### src/rtl/axi_rd_arbiter.sv
`default_nettype none
// ============================================================================
// Module      : axi_rd_arbiter
// Description : Shares one AXI read channel between icache and dcache.
//               Serialises whole transactions (address issue plus full return
//               burst), routes beats to the granted cache and flags bursts
//               whose beat count disagrees with the requested length.
// Revision    : 1.0 - initial release
// ============================================================================
module axi_rd_arbiter #(
    parameter int FIXED_PRIO = 0
) (
    input  logic        clk,
    input  logic        rstn,
    // icache side
    input  logic        i_r_req,
    input  logic [31:0] i_r_addr,
    input  logic [2:0]  i_r_size,
    input  logic [7:0]  i_r_length,
    input  logic        i_r_data_ready,
    output logic        i_r_rdy,
    output logic        i_ret_valid,
    output logic        i_ret_last,
    output logic [31:0] i_r_data,
    // dcache side
    input  logic        d_r_req,
    input  logic [31:0] d_r_addr,
    input  logic [2:0]  d_r_size,
    input  logic [7:0]  d_r_length,
    input  logic        d_r_data_ready,
    output logic        d_r_rdy,
    output logic        d_ret_valid,
    output logic        d_ret_last,
    output logic [31:0] d_r_data,
    // AXI read address channel
    output logic        ar_valid,
    output logic [31:0] ar_addr,
    output logic [2:0]  ar_size,
    output logic [7:0]  ar_len,
    input  logic        ar_ready,
    // AXI read data channel
    input  logic        r_valid,
    input  logic        r_last,
    input  logic [31:0] r_data,
    output logic        r_ready,
    // status
    output logic        len_err
);

    localparam logic c_FIXED = (FIXED_PRIO != 0);

    typedef enum logic [1:0] {
        ST_IDLE = 2'd0,
        ST_AR   = 2'd1,
        ST_R    = 2'd2
    } state_t;

    state_t      r_state;
    state_t      w_state_nxt;
    logic        r_gnt;        // 1 = dcache owns the channel
    logic        r_last_gnt;   // owner of the most recently completed burst
    logic [7:0]  r_beat_cnt;
    logic [31:0] r_addr;
    logic [2:0]  r_size;
    logic [7:0]  r_len;

    logic        w_any_req;
    logic        w_pick_d;
    logic        w_r_ready;
    logic        w_beat_hs;

    assign w_any_req = i_r_req | d_r_req;
    // dcache wins when alone, under fixed priority, or when icache was served last
    assign w_pick_d  = d_r_req & (~i_r_req | c_FIXED | ~r_last_gnt);
    assign w_r_ready = r_gnt ? d_r_data_ready : i_r_data_ready;
    assign w_beat_hs = (r_state == ST_R) & r_valid & w_r_ready;

    // State register
    always_ff @(posedge clk) begin
        if (!rstn) begin
            r_state <= ST_IDLE;
        end else begin
            r_state <= w_state_nxt;
        end
    end

    // Grant decision, latched request fields and beat counter
    always_ff @(posedge clk) begin
        if (!rstn) begin
            r_gnt      <= 1'b0;
            r_last_gnt <= 1'b0;
            r_beat_cnt <= 8'd0;
            r_addr     <= 32'd0;
            r_size     <= 3'd0;
            r_len      <= 8'd0;
        end else begin
            if ((r_state == ST_IDLE) && w_any_req) begin
                r_gnt  <= w_pick_d;
                r_addr <= w_pick_d ? d_r_addr   : i_r_addr;
                r_size <= w_pick_d ? d_r_size   : i_r_size;
                r_len  <= w_pick_d ? d_r_length : i_r_length;
            end
            if ((r_state == ST_AR) && ar_ready) begin
                r_beat_cnt <= 8'd0;
            end
            if (w_beat_hs) begin
                r_beat_cnt <= r_beat_cnt + 8'd1;
                if (r_last) begin
                    r_last_gnt <= r_gnt;
                end
            end
        end
    end

    // Next state and outputs; every output is held low while rstn is asserted
    always_comb begin
        w_state_nxt = r_state;
        ar_valid    = 1'b0;
        ar_addr     = 32'd0;
        ar_size     = 3'd0;
        ar_len      = 8'd0;
        r_ready     = 1'b0;
        i_r_rdy     = 1'b0;
        i_ret_valid = 1'b0;
        i_ret_last  = 1'b0;
        i_r_data    = 32'd0;
        d_r_rdy     = 1'b0;
        d_ret_valid = 1'b0;
        d_ret_last  = 1'b0;
        d_r_data    = 32'd0;
        len_err     = 1'b0;
        if (rstn) begin
            case (r_state)
                ST_IDLE: begin
                    if (w_any_req) begin
                        w_state_nxt = ST_AR;
                    end
                end
                ST_AR: begin
                    ar_valid = 1'b1;
                    ar_addr  = r_addr;
                    ar_size  = r_size;
                    ar_len   = r_len;
                    if (ar_ready) begin
                        i_r_rdy     = ~r_gnt;
                        d_r_rdy     = r_gnt;
                        w_state_nxt = ST_R;
                    end
                end
                ST_R: begin
                    r_ready     = w_r_ready;
                    i_ret_valid = ~r_gnt & r_valid;
                    i_ret_last  = ~r_gnt & r_last;
                    d_ret_valid = r_gnt & r_valid;
                    d_ret_last  = r_gnt & r_last;
                    i_r_data    = r_data;
                    d_r_data    = r_data;
                    if (w_beat_hs && r_last) begin
                        w_state_nxt = ST_IDLE;
                        // count before this beat equals beats-minus-one for a correct burst
                        len_err     = (r_beat_cnt != r_len);
                    end
                end
                default: begin
                    w_state_nxt = ST_IDLE;
                end
            endcase
        end
    end

endmodule
`default_nettype wire

### config.mk
export PLATFORM = sky130hd
export DESIGN_NAME = axi_rd_arbiter
export DESIGN_NICKNAME = d
export VERILOG_FILES = /design/src/rtl/axi_rd_arbiter.sv
export SDC_FILE = /design/constraint.sdc
export NUM_CORES = 1
export LEC_CHECK = 0
export CAP_MARGIN = 30
export CORE_MARGIN = 4
export CORE_UTILIZATION = 40
export CTS_CLUSTER_SIZE = 24
export DETAILED_ROUTE_END_ITERATION = 10
export GPL_ROUTABILITY_DRIVEN = 0
export PLACE_DENSITY = 0.88
export RECOVER_POWER = 50
export SLEW_MARGIN = 25
export SYNTH_ARGS = -nofsm -noshare
export SYNTH_HDL_FRONTEND = slang
export SYNTH_SLANG_ARGS = --single-unit
export TNS_END_PERCENT = 100
### constraint.sdc
create_clock -name clk -period 7 [get_ports clk]
set_clock_uncertainty 0.1 [all_clocks]
set_input_delay 2.1 -clock clk [delete_from_list [all_inputs] [get_ports clk]]
set_output_delay 2.1 -clock clk [all_outputs]
set_load 0.02 [all_outputs]
# Word-level counts from Yosys, hierarchy flattened
# Cells that the tools add are included.
# word_totals
rom_bits	0
elab_cells	72
latch_bits	0
mem_count	0
regBits	55
input_bits	127
ram_bits	0
# op_classes
n_mul	0
order_cmp	0
n_shift	0
n_addsub	1
bitwise_logic	12
n_eq_ne	6
div_mod_pow	0
n_reduce_logical	7
muxes	39
# op_table
cell	n
$mux W32	5
$mux W8	5
$mux W1	22
$mux W3	3
$add A8 B1 Y8 const B	1
$ne A8 B8 Y1	1
$and A1 B1 Y1	7
$mux W2	3
$pmux W2 S3	1
$ne A2 B2 Y1 const B	2
$logic_and A1 B1 Y1	3
$not A1 Y1	3
$reduce_and A3 Y1	1
$eq A2 B1 Y1 const B	1
$eq A2 B2 Y1 const B	1
$logic_not A2 Y1	1
$ne A2 B1 Y1 const B	1
$or A1 B1 Y1	2
$reduce_and A2 Y1	1
$reduce_bool A2 Y1	1

# Logic depth before layout (Yosys ltp)
# depth
word_depth	7
mapped_depth	6
depth_no_buf	4

# Least setup slack after synthesis
# Ideal clock, no wire load.
# synth_path
path_type	input to output
startpoint	input port rstn
endpoint	output port len_err
cell_stages	5
t_arrival_ns	3.734
t_required_ns	4.800
n_path_buf	2
slack_ns	1.066
path_cell_list	buf_2 -> and3b_1 -> clkbuf_1 -> nand2_1 -> a2111oi_0
# synth_via
elab_chain_len	1
# synth_rtl
element	line	source
from (decl)	14	input logic rstn,
$mux W1	132	if (rstn) begin
to (decl)	47	output logic len_err
# No other way between the ends.

# Worst setup path after layout
# layout_path
startpoint	input port d_r_data_ready
endpoint	output port r_ready
# layout_via
elab_chain_len	3
# layout_rtl
element	line	source
from (decl)	30	input logic d_r_data_ready,
$mux W1	75	assign w_r_ready = r_gnt ? d_r_data_ready : i_r_data_ready;
$mux W1	133	case (r_state)
$mux W1	132	
to (decl)	45	output logic r_ready,
# No other way between the ends.

==> results.cfg <==
[routing]
drc_errors = 0
wl_per_cell_um = 17.6
viasPerCell = 5.32
postRouteWirelength_um = 13200
via_count = 3989
first_iter_violations = 118
firstDrtPassIters = 4
ant_nets = 0

[global_route]
grt_max_degree = 47
grt_use_total_pct = 22.3
met1_usage_pct = 22.9
grt_first_pass_wirelength_um = 19900
busiest_layer = met2
antenna_found_initial = 1
grtUsageMet3_pct = 5.68
grt_pass1_vias = 3933
grt.overflow.total = 0
met2_usage_pct = 42.9

[cts]
post-cts-setup-buffers = 0
cts_resized = 0
htree_levels = 2
cts_root_buf = clkbuf_8
path_clk_slew_ns = 0.10
cts_made_buffers = 5
worstSkewPairLatency_ns = 0.30
cts_tree = done
clock_sinks = 55
postCtsHoldBufs = 0
cts_buffer_depth = 2

[worst_setup_path]
worst_ep_required_time_ns = 4.80
cp.depth = 4
reg2reg_to = r_addr[22]$_SDFFE_PN0P_
cpMaxStageDelayCell = mux2i_1
critPathKind = input pin to primary output
start_kind = input pin
rrSetupSlack_ns = 2.97
max_stage_delay_ns = 0.84
reg2regPathDepth = 3
path_cells = dlygate4sd3_1, mux2i_1, nor2_1, dlygate4sd3_1
cp_common_cell = dlygate4sd3_1
worstPathMaxFanout = 15
crit_buf_inv = 2
path_delay_family = buffers and inverters
end_kind = primary output
critPathArrivalTime_ns = 4.39
reg2reg_from = r_state[0]$_SDFFE_PN0P_

[floorplan]
core_area_sq_um = 9200
start_util_pct = 40.8
row_count = 35
die-area_sq_um = 11000
die_width_um = 105
die_y_um = 105
io-pin-count = 243

[timing]
fmax_ghz = 0.152
hold_ws_ns = 0.397
layout_min_cycle_time_ns = 6.59
hold_violations = 0
rsz0062_at_grt = false
min_period_over_period_pct = 94.1
drv_slew = 45
finalSetupViolations = 0
worst_pin_slew_ns = 3.21
max_slew_margin_pct = -114
fin_setup_tns_ns = 0

[worst_hold_path]
min-delay-start = r_beat_cnt[7]$_SDFFE_PN0P_
hold_class = flop to flop
hold-path-cell-count = 2
min_to = r_beat_cnt[7]$_SDFFE_PN0P_

[finish]
final_core_util_pct = 65.1
nets = 765
drive_gt1_share_pct = 7.68
area_growth_pct = 59.3

[synth]
synth_seq_area_share_pct = 29.3
syn_area_sq_um = 3760
syn_avg_cell_area_sq_um = 8.24
synth_cells = 456
syn-num-nets = 584
synth_seq_cells = 55
synth_cell_type_count = 42
synth_warnings = 0

[power_and_ir_drop]
vdd_drop_max_mv = 0.0798
leakage_nw = 2.31
power_density_nw_per_um2 = 140

[flow_run]
cap_violations = 1

[place]
io_buffers = 242
dpl.hpwl_um = 10200

[outcome]
status = finished with violations
violations = capacitance limit, slew limit
## worst max-delay path by stage
stage	startpoint	endpoint	slack, ns
6_report	d_r_data_ready	r_ready	0.41
5_1_grt	d_r_data_ready	r_ready	0.35
4_1_cts	rstn	i_r_rdy	0.75
3_5_place_dp	rstn	i_r_rdy	0.76
3_3_place_gp	rstn	i_r_rdy	0.80
2_1_floorplan	rstn	len_err	1.07
## synthesized netlist by cell type, drive strengths merged
library cell | instances | area (sq um)
a2111oi | 1 | 8.76
a21bo | 1 | 10.0
a21boi | 2 | 18.8
a21oi | 46 | 230
a311oi | 43 | 621
and2 | 76 | 478
and3 | 3 | 18.8
and3b | 2 | 17.5
buf | 46 | 350
clkbuf | 29 | 110
clkinv | 1 | 3.75
dfxtp | 55 | 1100
ha | 1 | 12.5
mux2i | 6 | 63.8
nand2 | 92 | 345
nand2b | 4 | 25.0
nand3 | 7 | 35.0
nand3b | 3 | 22.5
nand4 | 3 | 18.8
nor2 | 5 | 26.3
nor3 | 1 | 5.00
nor3b | 4 | 30.0
nor4 | 3 | 25.0
nor4b | 2 | 23.8
o211a | 1 | 10.0
o21a | 3 | 22.5
o21ai | 2 | 10.0
o31ai | 2 | 15.0
or2 | 1 | 6.26
or3 | 1 | 6.26
or4 | 2 | 15.0
xor2 | 8 | 70.1
## per-stage QoR
stage,setup WS (ns),total power [mW],instance area [sq um],instances
after floorplan,1.07,0.552,3760,456
after global placement,0.804,0.666,5900,739
after detailed placement,0.756,0.678,5930,740
after CTS,0.753,0.847,6010,748
after global routing,0.355,0.886,5980,750
final,0.414,0.840,5980,750
## registers in the layout, summed over array words and instances (netlist names)
| signal | count |
|---|---|
| r_last_gnt | 1 |
| r_addr | 32 |
| r_beat_cnt | 8 |
| r_size | 3 |
| r_state | 2 |
| r_len | 8 |
| r_gnt | 1 |
## power by group
group          switching, mW  internal (mW)  total (mW)  leakage [nW]
Clock                 0.0993         0.0706       0.170        0.0422
Sequential            0.0246          0.347       0.372         0.455
Combinational          0.143          0.155       0.298          1.81
## cell type report
type	instances	area (sq um)
clock buffer	7	76.3
sequential	55	1100
clock inverter	1	5.00
timing repair buffer	249	2510
tap	111	139
inverter	1	6.26
antenna	1	2.50
fill	781	3210
multi-input combinational	325	2140
## layer usage
metal | part of all wire, % | up-vias
met5 | 0 | -
met4 | 3.0 | 0
met3 | 8.1 | 27
met2 | 54 | 199
met1 | 35 | 1855
li1 | - | 1908
## layout by cell type, fill, tap and decap left out, drive strengths merged, types with 4 or more instances in the layout
cell type      count
dlygate4sd3       30
nand2             92
nor3b              4
nand3              7
buf                6
nor2               5
a311oi            43
a21oi             46
nand2b             4
mux2i              6
clkdlybuf4s50    212
xor2               8
clkbuf             8
dfxtp             55
and2              76
## cell families (layout without fill, tap and decap cells)
group | after synthesis | count (layout) | share of synthesized area [%]
flip-flops | 55 | 55 | 29.3
multiplexers | 6 | 6 | 1.70
other | 0 | 1 | 0
adder cells (fa/ha/maj) | 1 | 1 | 0.333
XOR/XNOR | 8 | 8 | 1.87
AND/OR/NAND/NOR | 209 | 209 | 29.2
buffers and inverters | 76 | 258 | 12.4
AO/OA/AOI/OAI | 101 | 101 | 25.2
## worst register-to-register path, stage by stage, from the launching register on
cell      delay, ns
dfxtp_1        0.40
nor2_4         0.49
and2_0         2.42
a311oi_1       0.33
Power figures use the tool's default switching activity.
